### src/rtl/mac_tx_pkg.sv
// mac_tx_pkg: shared constants, FSM state type and byte-wise Ethernet CRC-32 helper
package mac_tx_pkg;
  localparam logic [31:0] CRC32_POLYNOMIAL = 32'hEDB88320;
  localparam int MIN_FRAME_BYTES = 60;
  typedef enum logic [2:0] {IDLE, DATA, PAD, FCS, GAP} state_t;
  function automatic logic [31:0] crc32_byte(input logic [7:0] data, input logic [31:0] remainder);
    logic [31:0] r;
    r = remainder ^ {24'd0, data};
    for (int i = 0; i < 8; i++) r = r[0] ? (r >> 1) ^ CRC32_POLYNOMIAL : r >> 1;
    return r;
  endfunction
endpackage

### src/rtl/mac_tx_rr_arbiter.sv
// mac_tx_rr_arbiter: two-requester round-robin arbiter with one-hot grant
// Ports: clock, reset (sync, active-high), en (arbitrate this cycle),
//        req[1:0] requests, gnt[1:0] one-hot combinational winner.
// A tie goes to the port not granted last; last_grant resets to 1 so port 0 wins the first tie.
module mac_tx_rr_arbiter (
  input  logic       clock,
  input  logic       reset,
  input  logic       en,
  input  logic [1:0] req,
  output logic [1:0] gnt
);
  logic last_grant;
  always_comb gnt = !en ? 2'b00 : req == 2'b11 ? (last_grant ? 2'b01 : 2'b10) : req;
  always_ff @(posedge clock)
    if (reset) last_grant <= 1'b1;
    else if (|gnt) last_grant <= gnt[1];
endmodule

### src/rtl/mac_tx_scheduler.sv
// mac_tx_scheduler: arbitrates two byte-wide AXI-Stream frame sources, appends CRC-32 FCS, enforces inter-frame gap
// Ports: clock, reset (sync, active-high); s0_axis_*/s1_axis_* frame sources (tuser on tlast = errored frame);
//        maxis_* frame + FCS toward the MAC; grant one-hot frame owner; busy high outside IDLE.
// Parameter IFG_CYCLES: idle cycles after the last FCS byte (0 = no gap).
// Macro MAC_TX_PAD_EN: when defined, frames shorter than MIN_FRAME_BYTES are zero-padded before the FCS.
module mac_tx_scheduler
  import mac_tx_pkg::*;
#(
  parameter int unsigned IFG_CYCLES = 12
) (
  input  logic       clock,
  input  logic       reset,
  input  logic [7:0] s0_axis_tdata,
  input  logic       s0_axis_tvalid,
  output logic       s0_axis_tready,
  input  logic       s0_axis_tlast,
  input  logic       s0_axis_tuser,
  input  logic [7:0] s1_axis_tdata,
  input  logic       s1_axis_tvalid,
  output logic       s1_axis_tready,
  input  logic       s1_axis_tlast,
  input  logic       s1_axis_tuser,
  output logic [7:0] maxis_tdata,
  output logic       maxis_tvalid,
  input  logic       maxis_tready,
  output logic       maxis_tlast,
  output logic       maxis_tuser,
  output logic [1:0] grant,
  output logic       busy
);
  state_t      state, state_nx;
  logic        sel;
  logic [1:0]  arb_gnt;
  logic [31:0] crc;
  logic [31:0] fcs;
  logic        err;
  logic [1:0]  fcs_idx;
  logic [7:0]  gap_cnt;
  logic [7:0]  in_data;
  logic        in_valid, in_last, in_user;
  logic        fire;
  logic [1:0]  owner;
  mac_tx_rr_arbiter u_arb (
    .clock (clock),
    .reset (reset),
    .en    (state == IDLE),
    .req   ({s1_axis_tvalid, s0_axis_tvalid}),
    .gnt   (arb_gnt)
  );
  assign in_data  = sel ? s1_axis_tdata : s0_axis_tdata;
  assign in_valid = sel ? s1_axis_tvalid : s0_axis_tvalid;
  assign in_last  = sel ? s1_axis_tlast : s0_axis_tlast;
  assign in_user  = sel ? s1_axis_tuser : s0_axis_tuser;
  assign fire     = maxis_tvalid && maxis_tready;
  assign fcs      = ~crc;
  assign owner    = sel ? 2'b10 : 2'b01;
  assign busy     = state != IDLE;
`ifdef MAC_TX_PAD_EN
  logic [6:0] byte_cnt, cnt_inc;
  assign cnt_inc = byte_cnt == 7'(MIN_FRAME_BYTES) ? byte_cnt : byte_cnt + 7'd1;
`endif
  always_ff @(posedge clock)
    if (reset) state <= IDLE;
    else state <= state_nx;
  always_comb begin
    state_nx = state;
    case (state)
      IDLE: state_nx = |arb_gnt ? DATA : IDLE;
`ifdef MAC_TX_PAD_EN
      DATA: if (fire && in_last) state_nx = cnt_inc < 7'(MIN_FRAME_BYTES) ? PAD : FCS;
      PAD:  if (fire && cnt_inc == 7'(MIN_FRAME_BYTES)) state_nx = FCS;
`else
      DATA: if (fire && in_last) state_nx = FCS;
`endif
      FCS:  if (fire && fcs_idx == 2'd3) state_nx = IFG_CYCLES > 0 ? GAP : IDLE;
      GAP:  if (gap_cnt == 8'(IFG_CYCLES - 1)) state_nx = IDLE;
      default: state_nx = IDLE;
    endcase
  end
  always_comb begin
    maxis_tdata    = 8'h00;
    maxis_tvalid   = 1'b0;
    maxis_tlast    = 1'b0;
    maxis_tuser    = 1'b0;
    s0_axis_tready = 1'b0;
    s1_axis_tready = 1'b0;
    grant          = 2'b00;
    case (state)
      DATA: begin
        maxis_tdata    = in_data;
        maxis_tvalid   = in_valid;
        s0_axis_tready = !sel && maxis_tready;
        s1_axis_tready = sel && maxis_tready;
        grant          = owner;
      end
      PAD: begin
        maxis_tvalid = 1'b1;
        grant        = owner;
      end
      FCS: begin
        maxis_tdata  = fcs[{fcs_idx, 3'b000} +: 8];
        maxis_tvalid = 1'b1;
        maxis_tlast  = fcs_idx == 2'd3;
        maxis_tuser  = err && fcs_idx == 2'd3;
        grant        = owner;
      end
      default: ;
    endcase
  end
  // maxis_tdata already carries the granted byte in DATA and zero in PAD, so one CRC update covers both
  always_ff @(posedge clock)
    if (reset) begin
      sel     <= 1'b0;
      crc     <= '1;
      err     <= 1'b0;
      fcs_idx <= 2'd0;
      gap_cnt <= 8'd0;
`ifdef MAC_TX_PAD_EN
      byte_cnt <= 7'd0;
`endif
    end else begin
      if (state == IDLE && |arb_gnt) begin
        sel <= arb_gnt[1];
        crc <= '1;
        err <= 1'b0;
`ifdef MAC_TX_PAD_EN
        byte_cnt <= 7'd0;
`endif
      end
      if ((state == DATA || state == PAD) && fire) begin
        crc <= crc32_byte(maxis_tdata, crc);
`ifdef MAC_TX_PAD_EN
        byte_cnt <= cnt_inc;
`endif
      end
      if (state == DATA && fire && in_last) err <= in_user;
      if (state == FCS && fire) fcs_idx <= fcs_idx + 2'd1;
      gap_cnt <= state == GAP ? gap_cnt + 8'd1 : 8'd0;
    end
endmodule
### config.mk
export PLATFORM = sky130hd
export DESIGN_NAME = mac_tx_scheduler
export DESIGN_NICKNAME = d
export VERILOG_FILES = /design/src/rtl/mac_tx_pkg.sv /design/src/rtl/mac_tx_rr_arbiter.sv /design/src/rtl/mac_tx_scheduler.sv
export SDC_FILE = /design/constraint.sdc
export NUM_CORES = 1
export LEC_CHECK = 0
export CORE_ASPECT_RATIO = 0.5
export CORE_MARGIN = 3
export CORE_UTILIZATION = 50
export DETAILED_ROUTE_END_ITERATION = 10
export GPL_TIMING_DRIVEN = 0
export PLACE_DENSITY = 0.74
export SYNTH_ARGS = -nofsm -noshare
export SYNTH_HDL_FRONTEND = slang
export SYNTH_SLANG_ARGS = --single-unit
### constraint.sdc
create_clock -name clock -period 6.7 [get_ports clock]
set_input_delay 1.34 -clock clock [delete_from_list [all_inputs] [get_ports clock]]
set_output_delay 1.34 -clock clock [all_outputs]
set_load 0.005 [all_outputs]
Word-level counts from Yosys, hierarchy flattened

Cells that the tools add are included.

Register bits: 48
Input bits: 25
Logic and storage cells: 85

Add/subtract/negate cells: 2
Equality and inequality tests: 10
Shift-type cells: 1
Mux-type cells: 32
Bitwise gates (word level): 11
Reductions and logical operators: 22

Operators by type and width:

| operator              | number |
|---|---|
| $mux W32              | 10 |
| $not A13 Y14          | 8 |
| $not A32 Y32          | 1 |
| $shiftx A32 B6 Y8     | 1 |
| $xor A32 B8 Y32       | 1 |
| $pmux W8 S2           | 1 |
| $pmux W3 S4           | 1 |
| $logic_and A1 B1 Y1   | 11 |
| $mux W1               | 10 |
| $mux W2               | 5 |
| $mux W3               | 3 |
| $add A8 B1 Y8 const B | 1 |
| $eq A8 B4 Y1 const B  | 1 |
| $mux W8               | 1 |
| $eq A3 B2 Y1 const B  | 2 |
| $ne A2 B2 Y1 const B  | 3 |
| $reduce_or A2 Y1      | 3 |
| $eq A2 B2 Y1 const B  | 2 |
| $reduce_bool A2 Y1    | 2 |
| $eq A3 B1 Y1 const B  | 1 |
| $eq A3 B3 Y1 const B  | 1 |
| $logic_not A3 Y1      | 1 |
| $reduce_and A3 Y1     | 1 |
| $reduce_bool A3 Y1    | 1 |
| 6 further kinds       | 6 |

Logic depth before layout (Yosys ltp)

Depth after elaboration: 21
Depth in mapped cells: 10
Gate-level depth less buffers: 7

Hierarchy

A second synthesis with hierarchy kept.

Cells, all modules: 309
Area total of the unflattened synthesis: 2887.8 um2

By module, submodules not included:

| module            | times used | cells each | area an instance (um2) |
|---|---|---|---|
| mac_tx_scheduler  | 1          | 301        | 2829.0 |
| mac_tx_rr_arbiter | 1          | 8          | 58.8 |

Worst setup path after synthesis

Ideal clock, no wire load.

Path kind: input -> output
From: input s1_axis_tvalid
To: output maxis_tvalid
Arrival: 1.809 ns
Data required time: 5.360 ns
Slack: 3.551 ns
Stages on the path: 3
Buffers on the path: 0
Cells stage by stage: mux2_2 a21oi_1 nor2_1

Cells in the longest elaborated chain, start to end: 2

RTL lines:

| item            | RTL line               | RTL |
|---|---|---|
| start, declared | mac_tx_scheduler.sv:19 | `input logic s1_axis_tvalid,` |
| $mux W1         | mac_tx_scheduler.sv:51 | `assign in_valid = sel ? s1_axis_tvalid : s0_axis_tvalid;` |
| $pmux W1 S2     | mac_tx_scheduler.sv:88 | `case (state)` |
| end, declared   | mac_tx_scheduler.sv:24 | `output logic maxis_tvalid,` |

Every way passes these cells.

Worst setup path after layout

From: input s0_axis_tvalid
To: output maxis_tvalid

Cells in the longest elaborated chain, start to end: 2

RTL lines:

| item            | RTL line               | RTL |
|---|---|---|
| start, declared | mac_tx_scheduler.sv:14 | `input logic s0_axis_tvalid,` |
| $mux W1         | mac_tx_scheduler.sv:51 |  |
| $pmux W1 S2     | mac_tx_scheduler.sv:88 |  |

Every way passes these cells.

==> impl_metrics.py <==
metrics = {
    "synthesis": {
        "synth_cell_types": 40,
        "synthFlopType": "dfxtp_1",
        "synth_warnings": 0,
        "syn_nets": 336,
        "synth-edff-count": 0,
        "synthCells": 309,
        "synth_area_sq_mm": 0.00300,
        "yosysSeqAreaShare_pct": 32.1,
        "ys_ff_latch": 48,
        "async_flop_share_pct": 0,
        "syn_area_per_cell_sq_um": 9.70,
    },
    "timing": {
        "skew_ps": 5.44,
        "fin_ws_ps": 2410,
        "setup_viol": 0,
        "tightestPinTransition_ps": 662,
        "finalSetupTns_ps": 0,
        "rsz0062_at_grt": "no",
        "max_freq_mhz": 233,
        "slew_viol_final": 0,
        "fin_crit_ps": 4290,
        "finalHoldViolations": 0,
        "relSlewSlack_pct": 55.8,
        "finalCritPeriodShare_pct": 64.0,
        "fin_hold_ws_ps": 480,
    },
    "worst_setup_path": {
        "path_cells": "clkdlybuf4s50_1 -> mux2_2 -> a21oi_1 -> nor2_1 -> clkdlybuf4s50_1",
        "crit_buf_inv": 2,
        "crit_path_start_kind": "input pin",
        "worstSetupPathType": "input pin to output pin",
        "critPathMaxFanout": 6,
        "path_common_cell": "clkdlybuf4s50_1",
        "path_delay_family": "buffers and inverters",
        "slowest_stage": "clkdlybuf4s50_1",
        "cp.required_ps": 5360,
        "max_stage_delay_ps": 580,
        "worstSetupEndpointType": "output pin",
        "cp.arrival_ps": 2950,
    },
    "finish": {
        "fillers": 476,
        "final_common_cell": "dfxtp_1",
        "final_cell_mix": "dfxtp_1, clkdlybuf4s50_1, nor2_1, xnor2_1, xor2_1",
        "syn_to_final_growth_pct": 21.3,
        "final_layout_size_suffix_gt1_share_pct": 14.4,
        "fin_nets": 381,
        "diodes": 0,
        "final_area_sq_mm": 0.00364,
    },
    "clock_network": {
        "post_cts_buffers": 0,
        "clkLatencyLatePin_ps": 290,
        "clock_sinks": 48,
        "hold_buffers": 0,
        "clk_path_buf_depth": 2,
        "post_cts_resized": 0,
        "cts_tree": "built",
        "h-tree-depth": 2,
        "cts_buffers": 5,
        "clk_pin_slew_ps": 60,
        "cts_root_buf": "clkbuf_16",
    },
    "drt": {
        "vias": 2358,
        "drc_errors": 0,
        "first_pass_iters": 4,
        "drt-total-wl_um": 7290,
        "wl_per_cell_um": 17.0,
        "drt-initial-drc-count": 162,
        "avgViaCountPerCell": 5.51,
        "drtAntennaViolNets": 0,
    },
    "place": {
        "place_area_sq_mm": 0.00347,
        "place_congestion": 0.852,
        "port-buffer-count": 38,
        "dp_hpwl_um": 5240,
        "place_ws_ps": 2430,
    },
    "global_route": {
        "grt_max_degree": 16,
        "grt_pass1_wl_um": 11600,
        "antenna_found_initial": 0,
        "grt_use_total_pct": 21.9,
        "overflow": 0,
        "grt_pass1_vias": 2311,
    },
    "floorplanning": {
        "die-area_sq_mm": 0.00701,
        "initial_utilization_pct": 53.2,
        "die_w_um": 115,
        "io_pins": 41,
        "die_h_um": 60.7,
        "core_area_sq_mm": 0.00563,
        "placementRows": 19,
    },
    "power_and_ir_drop": {
        "p_per_area_mw_per_mm2": 270,
        "leakage_nw": 1.24,
        "ir_drop_mv": 0.147,
    },
    "run": {
        "cap_violations": 0,
    },
    "hold_path": {
        "hp-class": "flip-flop to flip-flop",
    },
    "run_status": {
        "outcome": "finished clean",
    },
}
## kinds of logic (layout without fill, tap and decap cells)
kind of cell,count (synthesis),after routing,synth area share (%)
mux,19,19,9.81
compound gates,54,54,12.5
fa+ha+maj,2,2,0.835
buf+inv,21,67,3.47
xor+xnor,78,78,28.0
flops,48,48,32.1
simple gates,87,87,13.3
## cells in the mapped netlist (3+ instances only)
| master | count | share of area, % |
|---|---|---|
| dfxtp_1 | 48 | 32 |
| nor2_1 | 33 | 4.1 |
| xnor2_1 | 33 | 9.6 |
| xor2_1 | 29 | 8.5 |
| nand2_1 | 25 | 3.1 |
| a21oi_1 | 21 | 3.5 |
| o22ai_1 | 16 | 3.3 |
| nand3_1 | 11 | 1.8 |
| clkbuf_1 | 9 | 1.1 |
| mux2i_1 | 8 | 2.7 |
| mux4_2 | 8 | 6.0 |
| o22ai_2 | 7 | 2.9 |
| xnor2_2 | 6 | 3.3 |
| xor2_2 | 6 | 3.3 |
| and3_1 | 5 | 1.0 |
| buf_2 | 5 | 0.83 |
| inv_1 | 4 | 0.50 |
| nor3b_1 | 4 | 1.0 |
| mux2_2 | 3 | 1.1 |
| nor3_1 | 3 | 0.50 |
## worst reg2reg max path: stages (launching register included)
cell,delay [ps]
dfxtp_1,310
buf_2,280
buf_2,320
mux2_2,360
a21oi_1,140
nor2_1,120
nand3_1,190
clkbuf_1,400
clkbuf_1,460
o22ai_1,140
nand2_1,90
## where the power goes
| part | switching [mW] | leakage [nW] | total [mW] | internal [mW] |
|---|---|---|---|---|
| registers | 0.0114 | 0.390 | 0.310 | 0.298 |
| logic | 0.205 | 0.769 | 0.389 | 0.183 |
| clock network | 0.109 | 0.0798 | 0.284 | 0.175 |
| total | 0.326 | 1.24 | 0.983 | 0.657 |
## final timing paths
check / slack [ps] / start / end / cells after the start
max reg2reg: 3840 / sel / crc[31] / 10
max: 2410 / s0_axis_tvalid / maxis_tvalid / 5
min: 480 / gap_cnt[0] / gap_cnt[0] / 1
min reg2reg: 480 / gap_cnt[0] / gap_cnt[0] / 1
## per-stage QoR
| step | cells | utilization [%] | power, mW |
|---|---|---|---|
| 2_1_floorplan | 309 | - | 0.606 |
| 3_3_place_gp | 420 | 61.6 | 0.693 |
| 3_5_place_dp | 420 | 61.6 | 0.699 |
| 4_1_cts | 428 | 64.5 | 0.983 |
| 5_1_grt | 428 | 64.5 | 1.03 |
| 6_report | 428 | 64.5 | 0.983 |
## registers in the layout, summed over array words and instances (netlist names)
signal and cells:
u_arb.last_grant 1, sel 1, err 1, gap_cnt 8, fcs_idx 2, crc 32, state 3
## layer usage
metal / up-vias / GRT usage (%) / wire (um)
met5: - / 0 / 0
met4: 0 / 6.69 / 106
met3: 9 / 3.59 / 434
met2: 53 / 36.5 / 3440
met1: 1141 / 29.7 / 3310
li1: 1155 / - / -
## area by class of cell
class / instances / area [sq um] / share of cell area, %
clock buffers: 5 / 125 / 3.44
clock inverters: 3 / 42.5 / 1.17
well taps: 73 / 91.3 / 2.51
flip-flops and latches: 48 / 961 / 26.4
plain buffers: 17 / 88.8 / 2.44
repair buffers: 38 / 380 / 10.5
inverters: 4 / 15.0 / 0.413
multi-input cells: 240 / 1930 / 53.1
Note: power is estimated with default switching activity, not from simulation.
